==> src/rtl/div_mod_pkg.sv <==
// Shared types and helpers for the time-multiplexed divide/modulo scheduler.
// The optional divide-by-zero flag port is controlled by DIV_MOD_SCHED_DZ_FLAG_EN.
package div_mod_pkg;

  typedef enum logic [1:0] {
    IDLE = 2'd0,
    BUSY = 2'd1,
    DONE = 2'd2
  } state_t;

  // All-ones error value of the given width, returned in a 32-bit container.
  function automatic logic [31:0] DIV_ZERO_QUOT(input int unsigned width);
    logic [31:0] v;
    v = '0;
    for (int unsigned i = 0; i < 32; i++) begin
      if (i < width) v[i] = 1'b1;
    end
    return v;
  endfunction

  function automatic logic [31:0] DIV_ZERO_REM(input int unsigned width);
    logic [31:0] v;
    v = '0;
    for (int unsigned i = 0; i < 32; i++) begin
      if (i < width) v[i] = 1'b1;
    end
    return v;
  endfunction

  // Pointer that gives the just-served requester the lowest priority.
  function automatic int unsigned rr_next(input int unsigned g, input int unsigned n);
    return (g + 1 >= n) ? 0 : g + 1;
  endfunction

endpackage

==> src/rtl/div_mod_seq_core.sv <==
// Iterative restoring divider: loads on start, then produces one quotient bit per
// cycle MSB first; done marks the final iteration, with quot/rem showing its result.
module div_mod_seq_core #(
  parameter int NUM_W = 16,
  parameter int DEN_W = 8
) (
  input  logic             clk,
  input  logic             rst,
  input  logic             start,
  input  logic [NUM_W-1:0] num,
  input  logic [DEN_W-1:0] den,
  output logic             done,
  output logic [NUM_W-1:0] quot,
  output logic [DEN_W-1:0] rem
);

  localparam int CNT_W = $clog2(NUM_W + 1);

  logic             run_reg;
  logic [CNT_W-1:0] cnt_reg;
  logic [DEN_W-1:0] den_reg;
  logic [NUM_W-1:0] quot_reg;
  logic [DEN_W-1:0] rem_reg;

  logic [DEN_W:0]   partial;
  logic [DEN_W:0]   diff;
  logic             fits;
  logic [NUM_W-1:0] quot_next;
  logic [DEN_W-1:0] rem_next;

  // quot_reg starts as the numerator; its MSB is consumed as quotient bits shift in.
  always_comb begin
    partial   = {rem_reg, quot_reg[NUM_W-1]};
    diff      = partial - {1'b0, den_reg};
    fits      = (partial >= {1'b0, den_reg});
    rem_next  = fits ? diff[DEN_W-1:0] : partial[DEN_W-1:0];
    quot_next = {quot_reg[NUM_W-2:0], fits};
  end

  assign done = run_reg && (cnt_reg == CNT_W'(NUM_W - 1));
  assign quot = quot_next;
  assign rem  = rem_next;

  always_ff @(posedge clk) begin
    if (rst) begin
      run_reg  <= 1'b0;
      cnt_reg  <= '0;
      den_reg  <= '0;
      quot_reg <= '0;
      rem_reg  <= '0;
    end else if (start) begin
      run_reg  <= 1'b1;
      cnt_reg  <= '0;
      den_reg  <= den;
      quot_reg <= num;
      rem_reg  <= '0;
    end else if (run_reg) begin
      quot_reg <= quot_next;
      rem_reg  <= rem_next;
      cnt_reg  <= cnt_reg + 1'b1;
      if (done) run_reg <= 1'b0;
    end
  end

endmodule

==> src/rtl/div_mod_sched.sv <==
// Round-robin scheduler sharing one iterative divider among NUM_REQ requesters.
// Define DIV_MOD_SCHED_DZ_FLAG_EN to add the rsp_dz divide-by-zero flag output.
module div_mod_sched
  import div_mod_pkg::*;
#(
  parameter int NUM_W   = 16,
  parameter int DEN_W   = 8,
  parameter int NUM_REQ = 2,
  localparam int ID_W   = $clog2(NUM_REQ)
) (
  input  logic                     clk,
  input  logic                     rst,
  input  logic [NUM_REQ-1:0]       req_valid,
  output logic [NUM_REQ-1:0]       req_ready,
  input  logic [NUM_REQ*NUM_W-1:0] req_num,
  input  logic [NUM_REQ*DEN_W-1:0] req_den,
  output logic                     rsp_valid,
  input  logic                     rsp_ready,
  output logic [ID_W-1:0]          rsp_id,
  output logic [NUM_W-1:0]         rsp_quot,
  output logic [DEN_W-1:0]         rsp_rem,
  output logic                     busy
`ifdef DIV_MOD_SCHED_DZ_FLAG_EN
  ,
  output logic                     rsp_dz
`endif
);

  localparam logic [NUM_W-1:0] DZ_QUOT = NUM_W'(DIV_ZERO_QUOT(NUM_W));
  localparam logic [DEN_W-1:0] DZ_REM  = DEN_W'(DIV_ZERO_REM(DEN_W));

  state_t            state_reg;
  state_t            state_next;
  logic [ID_W-1:0]   rr_ptr_reg;
  logic [ID_W-1:0]   grant;
  logic              grant_valid;
  logic [ID_W:0]     idx_w;
  logic [NUM_W-1:0]  sel_num;
  logic [DEN_W-1:0]  sel_den;
  logic              core_start;
  logic              core_done;
  logic [NUM_W-1:0]  core_quot;
  logic [DEN_W-1:0]  core_rem;

  // Scan from the pointer downwards in priority so the closest valid requester wins last.
  always_comb begin
    grant       = '0;
    grant_valid = 1'b0;
    idx_w       = '0;
    for (int k = NUM_REQ - 1; k >= 0; k--) begin
      idx_w = {1'b0, rr_ptr_reg} + (ID_W + 1)'(k);
      if (idx_w >= (ID_W + 1)'(NUM_REQ)) idx_w = idx_w - (ID_W + 1)'(NUM_REQ);
      if (req_valid[idx_w[ID_W-1:0]]) begin
        grant       = idx_w[ID_W-1:0];
        grant_valid = 1'b1;
      end
    end
  end

  assign sel_num = req_num[int'(grant) * NUM_W +: NUM_W];
  assign sel_den = req_den[int'(grant) * DEN_W +: DEN_W];

  always_ff @(posedge clk) begin
    if (rst) state_reg <= IDLE;
    else     state_reg <= state_next;
  end

  always_comb begin
    state_next = state_reg;
    req_ready  = '0;
    core_start = 1'b0;
    case (state_reg)
      IDLE: begin
        if (grant_valid) begin
          req_ready[grant] = 1'b1;
          if (sel_den == '0) begin
            state_next = DONE;
          end else begin
            state_next = BUSY;
            core_start = 1'b1;
          end
        end
      end
      BUSY: if (core_done) state_next = DONE;
      DONE: if (rsp_ready) state_next = IDLE;
      default: state_next = IDLE;
    endcase
  end

  assign busy = (state_reg != IDLE);

  div_mod_seq_core #(
    .NUM_W (NUM_W),
    .DEN_W (DEN_W)
  ) u_core (
    .clk   (clk),
    .rst   (rst),
    .start (core_start),
    .num   (sel_num),
    .den   (sel_den),
    .done  (core_done),
    .quot  (core_quot),
    .rem   (core_rem)
  );

`ifdef DIV_MOD_SCHED_DZ_FLAG_EN
  logic dz_reg;
  assign rsp_dz = dz_reg;
`else
  logic dz_reg;
  logic dz_unused;
  assign dz_unused = dz_reg;
`endif

  always_ff @(posedge clk) begin
    if (rst) begin
      rsp_valid  <= 1'b0;
      rsp_id     <= '0;
      rsp_quot   <= '0;
      rsp_rem    <= '0;
      rr_ptr_reg <= '0;
      dz_reg     <= 1'b0;
    end else begin
      case (state_reg)
        IDLE: begin
          if (grant_valid) begin
            rsp_id     <= grant;
            rr_ptr_reg <= ID_W'(rr_next(32'(grant), 32'(NUM_REQ)));
            // A zero divisor bypasses the core and answers on the next cycle.
            if (sel_den == '0) begin
              rsp_valid <= 1'b1;
              rsp_quot  <= DZ_QUOT;
              rsp_rem   <= DZ_REM;
              dz_reg    <= 1'b1;
            end
          end
        end
        BUSY: begin
          if (core_done) begin
            rsp_valid <= 1'b1;
            rsp_quot  <= core_quot;
            rsp_rem   <= core_rem;
          end
        end
        DONE: begin
          if (rsp_ready) begin
            rsp_valid <= 1'b0;
            dz_reg    <= 1'b0;
          end
        end
        default: ;
      endcase
    end
  end

endmodule

==> config.mk <==
export PLATFORM = sky130hd
export DESIGN_NAME = div_mod_sched
export DESIGN_NICKNAME = d
export VERILOG_FILES = /design/src/rtl/div_mod_pkg.sv /design/src/rtl/div_mod_seq_core.sv /design/src/rtl/div_mod_sched.sv
export SDC_FILE = /design/constraint.sdc
export NUM_CORES = 1
export LEC_CHECK = 0
export CORE_MARGIN = 2
export CORE_UTILIZATION = 45
export DETAILED_ROUTE_END_ITERATION = 8
export GPL_ROUTABILITY_DRIVEN = 0
export GPL_TIMING_DRIVEN = 0
export PLACE_DENSITY = 0.83
export SETUP_SLACK_MARGIN = 0.02
export SYNTH_ARGS = -nofsm -noshare
export SYNTH_HDL_FRONTEND = slang
export SYNTH_HIERARCHICAL = 1
export SYNTH_SLANG_ARGS = --single-unit
==> constraint.sdc <==
create_clock -name clk -period 3 [get_ports clk]
set_clock_uncertainty 0.15 [all_clocks]
set_input_delay 0.45 -clock clk [delete_from_list [all_inputs] [get_ports clk]]
set_output_delay 0.45 -clock clk [all_outputs]
set_load 0.02 [all_outputs]
==> insert_results.sql, run 1 <==
INSERT INTO impl_metrics (metric_group, metric, value, unit) VALUES
('status', 'run_status', 'complete, no violations', ''),
('sta', 'timing.final.max_slew_violations', '0', ''),
('floorplan', 'die_y', '98.7', 'um'),
('synth', 'number_of_standard_cells_after_synthesis', '465', ''),
('final_layout', 'area_growth_syn_to_layout', '28.8', '%'),
('clocking', 'htree_num_levels', '3', ''),
('critical_path', 'worst_r2r_endpoint', 'rsp_rem[1]', ''),
('critical_path', 'worst_path_buffer_plus_inverter_count', '3', ''),
('route', 'drt_first_pass_iters', '5', ''),
('route', 'routed_vias_inst', '5.70', ''),
('final_layout', 'drive_above_1_share', '17.2', '%'),
('grt', 'global_route.overflow_total', '0', ''),
('clocking', 'cts_num_sinks', '67', ''),
('placed_design', 'dpl.hpwl', '8.29', 'mm'),
('critical_path', 'arrival', '2.28', 'ns'),
('critical_path', 'reg2reg_setup_slack', '0.22', 'ns'),
('route', 'wl_per_cell', '16.5', 'um'),
('floorplan', 'num_rows', '34', ''),
('placed_design', 'dpl-instance-area', '0.00497', 'mm2'),
('grt', 'global_route_wire_length_before_repair', '18.2', 'mm'),
('synth', 'synth.yosys.warnings', '6', ''),
('sta', 'fin_crit', '2.88', 'ns'),
('floorplan', 'starting_density_of_the_core', '46.3', '%'),
('route', 'vias', '3800', ''),
('final_layout', 'antennaDiodeCount', '0', ''),
('route', 'remaining_drc_errors', '0', ''),
('clocking', 'postCtsSetupBuffers', '0', ''),
('power', 'cell_internal_pwr', '2.88', 'mW'),
('synth', 'synth_nets', '532', ''),
('route', 'initialDrtViolationCount', '264', ''),
('synth', 'synth.ff_latch_count', '67', ''),
('critical_path', 'critical_path.endpoint_type', 'output pin', ''),
('route', 'antenna_violating_nets_post_route', '0', ''),
('sta', 'timing.fmax', '0.348', 'GHz'),
('clocking', 'tritoncts.num_buffers', '9', ''),
('critical_path', 'cp.required', '2.40', 'ns'),
('critical_path', 'cpPeakStageDelay', '0.60', 'ns'),
('power', 'pwr-share-seq', '27.5', '%'),
('final_layout', 'layout.cell_area.non_filler', '0.00520', 'mm2'),
('job', 'timing.max_cap.violations', '0', ''),
('critical_path', 'crit_path_cell_trace', 'clkdlybuf4s50_1 > nand2b_1 > nand2_2 > buf_4 > nor2_1 > clkdlybuf4s50_1', ''),
('power', 'power.switching_fraction', '42.6', '%'),
('synth', 'most_frequent_cell_after_synthesis', 'nor2_1', ''),
('synth', 'syn-cell-area', '0.00404', 'mm2'),
('sta', 'fin_tns_setup', '0', 'ns'),
('synth', 'synth_area_leaders', 'dfxtp_1, nor2_1, mux2i_1, mux2_2, o221a_1', ''),
('worst_hold_path', 'min_path_cells', '2', ''),
('synth', 'netlist.top_cell.by_area', 'dfxtp_1', ''),
('critical_path', 'timing_worst_setup_path_type', 'input port to output pin', ''),
('synth', 'synth-seq-area-share', '33.2', '%'),
('synth', 'synth_enable_flop_cells', '0', ''),
('critical_path', 'critical_path.slowest_cell', 'clkdlybuf4s50_1', ''),
('clocking', 'worst_skew_pair.late_latency', '0.34', 'ns'),
('floorplan', 'die_x', '98.7', 'um'),
('grt', 'grt_pass1_vias', '3800', ''),
('floorplan', 'die-area', '0.00975', 'mm2'),
('critical_path', 'regToRegStartpoint', 'u_core/den_reg[6]', ''),
('power', 'power.share.clock', '15.9', '%'),
('critical_path', 'worstPathMaxFanout', '10', ''),
('power', 'netSwitchingPower', '2.13', 'mW'),
('clocking', 'clock_tree_from_tritoncts', 'yes', ''),
('route', 'wirelength', '11.0', 'mm'),
('worst_hold_path', 'hold_start', 'req_valid[1]', ''),
('critical_path', 'worst_setup_path_startpoint', 'req_valid[0]', ''),
('power', 'leakage_power', '2.11', 'nW'),
('clocking', 'worst_setup_hold_path_clk_slew', '0.07', 'ns'),
('power', 'max-vdd-ir-drop', '0.460', 'mV'),
('clocking', 'cts_buffer_depth', '2', ''),
('grt', 'antenna_found_initial', '0', ''),
('synth', 'synthDominantCellAreaShare', '33.2', '%'),
('grt', 'grtUsageTotal', '23.0', '%');
stage by stage:
stage               std cells  hold slack, ns  total power [mW]  utilization (%)  setup WS, ns
finish                    667           0.221              5.01             59.7         0.123
CTS                       669           0.197              4.97             59.5       0.00876
global placement          653           0.316              4.07             57.0        -0.267
floorplan                 465           0.304              3.27                -         0.532
global route              667           0.207              5.31             59.7       0.00239
detailed placement        653           0.333              4.17             57.0        -0.327
cells in the final DEF, fill, tap and decap left out, types with 8 or more instances in the layout:
cell	instances
a21oi_1	27
buf_4	17
clkbuf_1	10
clkbuf_8	11
clkdlybuf4s50_1	80
dfxtp_1	67
ha_1	13
inv_1	17
mux2_2	24
mux2i_1	27
nand2_1	15
nand2b_1	8
nand3_1	10
nor2_1	104
o21ai_0	12
o221a_1	21
what timing repair did:
action,CTS,global route
endpoints found under the setup margin,2,24
cloned,0,0
resized for setup,2,10
pin swaps,0,0
power by group through the flow:
| stage | combinational (mW) | sequential (mW) | clock, mW |
|---|---|---|---|
| 4_1_cts | 2.80 | 1.37 | 0.803 |
| 2_1_floorplan | 1.77 | 1.51 | 0 |
| 3_5_place_dp | 2.78 | 1.38 | 0 |
| 6_report | 2.84 | 1.38 | 0.796 |
| 5_1_grt | 3.05 | 1.41 | 0.840 |
| 3_3_place_gp | 2.69 | 1.38 | 0 |
routing by layer:
| metal | vias to the layer above | global-route usage, % | routed length (um) |
|---|---|---|---|
| li1 | 1811 | - | - |
| met1 | 1779 | 28.7 | 4640 |
| met2 | 178 | 39.2 | 5280 |
| met3 | 32 | 3.19 | 761 |
| met4 | 0 | 10.4 | 320 |
| met5 | - | 0 | 0 |
final cells by class:
| type | count | area [um2] |
|---|---|---|
| Clock buffer | 11 | 151 |
| Timing Repair Buffer | 80 | 801 |
| Inverter | 17 | 63.8 |
| Sequential cell | 67 | 1340 |
| Clock inverter | 5 | 60.1 |
| Fill cell | 752 | 3520 |
| Multi-Input combinational cell | 334 | 2360 |
| Buffer | 45 | 290 |
| Tap cell | 108 | 135 |
how the worst max path moves through the flow:
stage | end | slack, ns | cells past startpoint
floorplan | rsp_valid | 0.53 | 8
global placement | u_core/den_reg[6] | -0.27 | 9
detailed placement | u_core/quot_reg[10] | -0.33 | 10
CTS | req_ready[1] | 0.009 | 6
global route | u_core/rem_reg[0] | 0.002 | 10
finish | req_ready[1] | 0.12 | 6
cells by family after synthesis:
kind of cell / share of synthesized area, %
buffers and inverters: 8.74
AND/OR/NAND/NOR: 19.3
adder cells (fa/ha/maj): 4.52
AO/OA/AOI/OAI: 19.5
flip-flops: 33.2
XOR/XNOR: 1.08
multiplexers: 13.7
No activity file was read; power rests on OpenSTA's default activity.
==> inputs of run 2 (changes only) <==
- ABC_AREA: not set -> 0
- GPL_TIMING_DRIVEN: 0 -> not set
==> run 2 against run 1 <==
Against the previous run:
- sequential share of layout area increased by 0.96 points
- sequential power about the same
- clock power increased by 3.4%
- routed wire length decreased by 9.7%
- core utilization decreased by 2.2 points
- critical endpoint is now rsp_rem[1]
==> insert_results.sql, run 2 (synthesis results as in run 1) <==
INSERT INTO impl_metrics (metric_group, metric, value, unit) VALUES
('clocking', 'worst_skew_pair.late_latency', '0.35', 'ns'),
('critical_path', 'cp.required', '3.14', 'ns'),
('grt', 'antenna_found_initial', '0', ''),
('clocking', 'cts_buffer_depth', '2', ''),
('final_layout', 'most-common-layout-cells', 'nor2_1, clkdlybuf4s50_1, dfxtp_1, a21oi_1, mux2i_1', ''),
('route', 'drt_first_pass_iters', '5', ''),
('sta', 'layout_worst_path_cycle_share', '92.6', '%'),
('power', 'leakage_power', '2.00', 'nW'),
('floorplan', 'coreArea', '0.00872', 'mm2'),
('sta', 'postLayoutSetupSlackWorst', '0.223', 'ns'),
('route', 'vias', '3557', ''),
('clocking', 'clock_tree_from_tritoncts', 'yes', ''),
('job', 'timing.max_cap.violations', '0', ''),
('route', 'wl_per_cell', '15.7', 'um'),
('sta', 'holdWs', '0.336', 'ns'),
('sta', 'timing.fmax', '0.360', 'GHz'),
('route', 'routed_vias_inst', '5.60', ''),
('placed_design', 'placed_cells_incl_taps', '620', ''),
('critical_path', 'worstPathMaxFanout', '7', ''),
('sta', 'relSlewSlack', '56.5', '%'),
('floorplan', 'num_rows', '34', ''),
('final_layout', 'layout.cells.non_filler', '635', ''),
('sta', 'fin_crit', '2.78', 'ns'),
('sta', 'grt_setup_unrepaired', 'false', ''),
('route', 'wirelength', '9.95', 'mm'),
('placed_design', 'dpl.hpwl', '7.42', 'mm'),
('placed_design', 'portBuffers', '81', ''),
('clocking', 'cts_resizes', '0', ''),
('clocking', 'tritoncts.num_buffers', '9', ''),
('critical_path', 'timing_worst_setup_path_type', 'register to register', ''),
('power', 'max-vdd-ir-drop', '0.332', 'mV'),
('floorplan', 'die_x', '98.7', 'um'),
('route', 'remaining_drc_errors', '0', ''),
('placed_design', 'pre_cts_slack', '0.155', 'ns'),
('sta', 'fin_tns_setup', '0', 'ns'),
('clocking', 'htree_num_levels', '3', ''),
('floorplan', 'die-area', '0.00975', 'mm2'),
('clocking', 'cts_num_sinks', '67', ''),
('floorplan', 'starting_density_of_the_core', '46.3', '%'),
('power', 'powerDensity', '967', 'mW/mm2'),
('grt', 'global_route_wire_length_before_repair', '16.5', 'mm'),
('power', 'fin_total_pwr', '4.85', 'mW'),
('sta', 'finalSetupViolations', '0', ''),
('final_layout', 'drive_above_1_share', '14.0', '%'),
('clocking', 'cts.hold.buffers_added', '0', ''),
('grt', 'global_route.overflow_total', '0', ''),
('sta', 'timing_hold_violations_final', '0', ''),
('clocking', 'worst_setup_hold_path_clk_slew', '0.07', 'ns'),
('final_layout', 'area_growth_syn_to_layout', '24.2', '%'),
('grt', 'largest_net_degree_at_the_start_of_global_routing', '44', ''),
('route', 'antenna_violating_nets_post_route', '0', ''),
('floorplan', 'die_y', '98.7', 'um'),
('final_layout', 'nets', '590', ''),
('sta', 'timing.final.max_slew_violations', '0', ''),
('sta', 'timing_worst_slew_pin_value', '0.650', 'ns'),
('status', 'run_status', 'complete, no violations', ''),
('clocking', 'postCtsSetupBuffers', '0', ''),
('grt', 'grtUsageTotal', '20.7', '%'),
('clocking', 'clockRootBuffer', 'clkbuf_8', ''),
('final_layout', 'antennaDiodeCount', '0', ''),
('critical_path', 'critical_path.endpoint_type', 'register', ''),
('worst_hold_path', 'hold_class', 'register to register', ''),
('floorplan', 'pin_count', '82', ''),
('route', 'initialDrtViolationCount', '187', ''),
('critical_path', 'arrival', '2.92', 'ns'),
('final_layout', 'mostFrequentLayoutCell', 'nor2_1', ''),
('grt', 'grt_pass1_vias', '3416', ''),
('critical_path', 'startpoint_kind_of_the_worst_setup_timing_path', 'register', '');
-- run 2: cell count changes in the layout (fill, tap and decap cells not counted), moves of 2 or more --
cell      change
clkbuf_1     -10
buf_6         -6
buf_4         -5
clkbuf_2      -5
buf_2         -4
buf_1         -2
clkbuf_8      -2
-- run 2: area by class of cell --
type | count | area, um2
Clock buffer | 9 | 124
Multi-Input combinational cell | 334 | 2340
Fill cell | 738 | 3710
Inverter | 17 | 63.8
Clock inverter | 6 | 90.1
Tap cell | 108 | 135
Sequential cell | 67 | 1340
Timing Repair Buffer | 94 | 916
-- run 2: power by group --
| group | total (mW) | internal (mW) | switching, mW |
|---|---|---|---|
| Combinational | 2.65 | 1.19 | 1.46 |
| Sequential | 1.38 | 1.17 | 0.207 |
| Clock | 0.823 | 0.466 | 0.357 |
| Total | 4.85 | 2.83 | 2.02 |
-- run 2: worst paths after layout --
check | startpoint | endpoint | cells past startpoint | slack, ns
max reg2reg | u_core/den_reg[4] | rsp_rem[1] | 9 | 0.22
min | u_core/cnt_reg[4] | u_core/cnt_reg[4] | 2 | 0.34
max | u_core/den_reg[4] | rsp_rem[1] | 9 | 0.22
min reg2reg | u_core/cnt_reg[4] | u_core/cnt_reg[4] | 2 | 0.34
-- run 2: metrics by stage --
stage	utilization (%)	instance area [um2]
after floorplan	-	4040
after global placement	55.1	4800
after detailed placement	55.1	4800
after CTS	57.5	5010
after global routing	57.5	5010
final	57.5	5010
-- run 2: critical path, cell delays in order, from the launching register on --
cell     delay [ns]
dfxtp_1        0.35
inv_1          0.07
ha_1           0.38
a21o_2         0.26
o31ai_2        0.54
nand2_1        0.30
mux2i_1        0.34
nor2_1         0.08
nor2_1         0.09
o221a_1        0.17
-- run 2: metal layers --
metal	global-route usage [%]	up-vias	wire, um
li1	-	1757	-
met1	27.5	1660	4470
met3	3.83	13	563
met2	34.7	127	4780
met4	5.58	0	128
met5	0	-	0
==> inputs of run 3 (changes only) <==
- CORE_ASPECT_RATIO: not set -> 1.4
- CORE_UTILIZATION: 45 -> 35
- PLACE_DENSITY: 0.83 -> 0.7
==> run 3 against run 2 <==
Against the previous run:
- sequential cell count unchanged
- via count decreased by 1.4%
- first-iteration DRC count is 7.5% higher
- clock power increased by 46%
- setup slack better by 0.054 ns
- register-to-register slack improved by 0.08 ns
- worst hold slack got worse by 0.0013 ns
- global-route usage fell by 4.1 points
- combinational power down 2%
- sequential power is essentially flat
- critical path type is now register to output pin
- critical endpoint is now req_ready[1]
- largest cell class unchanged
==> insert_results.sql, run 3 (synthesis results as in run 1) <==
INSERT INTO impl_metrics (metric_group, metric, value, unit) VALUES
('status', 'run_status', 'complete, no violations', ''),
('sta', 'holdWs', '0.335', 'ns'),
('clocking', 'htree_num_levels', '3', ''),
('route', 'routed_vias_inst', '5.23', ''),
('route', 'drt_first_pass_iters', '4', ''),
('clocking', 'clockRootBuffer', 'clkbuf_16', ''),
('sta', 'layout_worst_path_cycle_share', '90.8', '%'),
('sta', 'timing.final.max_slew_violations', '0', ''),
('placed_design', 'portBuffers', '81', ''),
('clocking', 'clock_tree_from_tritoncts', 'yes', ''),
('critical_path', 'startpoint_kind_of_the_worst_setup_timing_path', 'register', ''),
('floorplan', 'die_y', '131', 'um'),
('clocking', 'worst_skew_pair.late_latency', '0.34', 'ns'),
('grt', 'grtUsageTotal', '16.6', '%'),
('critical_path', 'critical_path.endpoint_type', 'output pin', ''),
('critical_path', 'arrival', '2.12', 'ns'),
('power', 'leakage_power', '2.05', 'nW'),
('worst_hold_path', 'hold_class', 'input port to register', ''),
('sta', 'fin_tns_setup', '0', 'ns'),
('clocking', 'tritoncts.num_buffers', '9', ''),
('critical_path', 'cp.required', '2.40', 'ns'),
('power', 'power.combinational.fraction', '50.3', '%'),
('grt', 'grt_pass1_vias', '3489', ''),
('final_layout', 'mostFrequentLayoutCell', 'nor2_1', ''),
('route', 'remaining_drc_errors', '0', ''),
('final_layout', 'nets', '589', ''),
('power', 'power.share.clock', '23.1', '%'),
('final_layout', 'final.fill_count', '1096', ''),
('sta', 'grt_setup_unrepaired', 'false', ''),
('worst_hold_path', 'min_path_cells', '2', ''),
('sta', 'timing.fmax', '0.367', 'GHz'),
('route', 'initialDrtViolationCount', '201', ''),
('route', 'wirelength', '10.2', 'mm'),
('route', 'vias', '3508', ''),
('power', 'cell_internal_pwr', '3.15', 'mW'),
('final_layout', 'multiInputGateArea', '0.00234', 'mm2'),
('final_layout', 'antennaDiodeCount', '0', ''),
('placed_design', 'dpl.hpwl', '7.49', 'mm'),
('floorplan', 'die-area', '0.0124', 'mm2'),
('final_layout', 'area_growth_syn_to_layout', '28.3', '%'),
('power', 'pwr-share-seq', '26.6', '%'),
('final_layout', 'final_core_utilization', '45.9', '%'),
('floorplan', 'coreArea', '0.0113', 'mm2'),
('sta', 'timing_hold_violations_final', '0', ''),
('critical_path', 'r2r_cells', '10', ''),
('clocking', 'cts_resizes', '0', ''),
('job', 'timing.max_cap.violations', '0', ''),
('clocking', 'postCtsSetupBuffers', '0', ''),
('clocking', 'cts.hold.buffers_added', '0', ''),
('route', 'wl_per_cell', '15.2', 'um'),
('sta', 'timing_worst_slew_pin_value', '0.591', 'ns'),
('floorplan', 'die_x', '94.8', 'um'),
('floorplan', 'num_rows', '46', ''),
('final_layout', 'regArea', '0.00134', 'mm2'),
('sta', 'fin_crit', '2.72', 'ns'),
('clocking', 'cts_buffer_depth', '2', ''),
('route', 'antenna_violating_nets_post_route', '0', ''),
('floorplan', 'pin_count', '82', ''),
('sta', 'finalSetupViolations', '0', ''),
('sta', 'relSlewSlack', '60.5', '%'),
('placed_design', 'placed_cells_incl_taps', '655', ''),
('grt', 'largest_net_degree_at_the_start_of_global_routing', '44', ''),
('clocking', 'cts_num_sinks', '67', ''),
('final_layout', 'drive_above_1_share', '14.2', '%'),
('final_layout', 'most-common-layout-cells', 'nor2_1, clkdlybuf4s50_1, dfxtp_1, a21oi_1, mux2i_1', ''),
('grt', 'global_route_wire_length_before_repair', '16.4', 'mm'),
('power', 'power.switching_fraction', '39.2', '%'),
('critical_path', 'worstPathMaxFanout', '11', ''),
('clocking', 'worst_setup_hold_path_clk_slew', '0.05', 'ns'),
('final_layout', 'layout.cells.non_filler', '671', ''),
('power', 'netSwitchingPower', '2.03', 'mW'),
('grt', 'antenna_found_initial', '0', ''),
('grt', 'global_route.overflow_total', '0', ''),
('floorplan', 'starting_density_of_the_core', '35.8', '%'),
('critical_path', 'timing_worst_setup_path_type', 'register to output pin', ''),
('power', 'max-vdd-ir-drop', '0.289', 'mV'),
('power', 'powerDensity', '999', 'mW/mm2');
[run 3: stage by stage]
stage	power, mW	setup slack, ns	instance area [um2]
final	5.17	0.277	5180
after global routing	5.50	0.0512	5180
after CTS	5.21	0.242	5180
after detailed placement	3.99	0.0217	4840
after global placement	3.93	0.0738	4840
after floorplan	3.27	0.532	4040
[run 3: critical path, stage by stage (launching register included)]
cell and delay, ns:
dfxtp_1 0.33, inv_1 0.08, ha_1 0.44, inv_1 0.18, nor2_1 0.14, clkdlybuf4s50_1 0.61
[run 3: power by group through the flow]
stage	logic, mW	clock network (mW)	registers [mW]
3_5_place_dp	2.59	0	1.39
3_3_place_gp	2.54	0	1.39
5_1_grt	2.84	1.25	1.41
4_1_cts	2.61	1.22	1.38
2_1_floorplan	1.77	0	1.51
6_report	2.60	1.20	1.38
[run 3: layout make-up]
class,instances,area share [%]
Clock buffer,9,4.35
Clock inverter,7,2.25
Inverter,17,1.23
Multi-Input combinational cell,334,45.3
Sequential cell,67,25.9
Tap cell,144,3.48
Timing Repair Buffer,93,17.5
[run 3: routing by layer]
| layer | vias up | part of all wire (%) | global-route usage, % |
|---|---|---|---|
| met5 | - | 0 | 0 |
| met4 | 0 | 3.7 | 8.78 |
| met3 | 25 | 3.8 | 2.98 |
| met2 | 83 | 55 | 30.3 |
| met1 | 1643 | 38 | 17.5 |
| li1 | 1757 | - | - |
[run 3: worst paths after layout]
| kind | startpoint | to | slack, ns |
|---|---|---|---|
| setup reg to reg | u_core/rem_reg[3] | rsp_rem[7] | 0.30 |
| setup / recovery | state_reg[0] | req_ready[1] | 0.28 |
| hold reg to reg | u_core/den_reg[7] | u_core/den_reg[7] | 0.33 |
| hold / removal | rst | u_core/den_reg[7] | 0.33 |
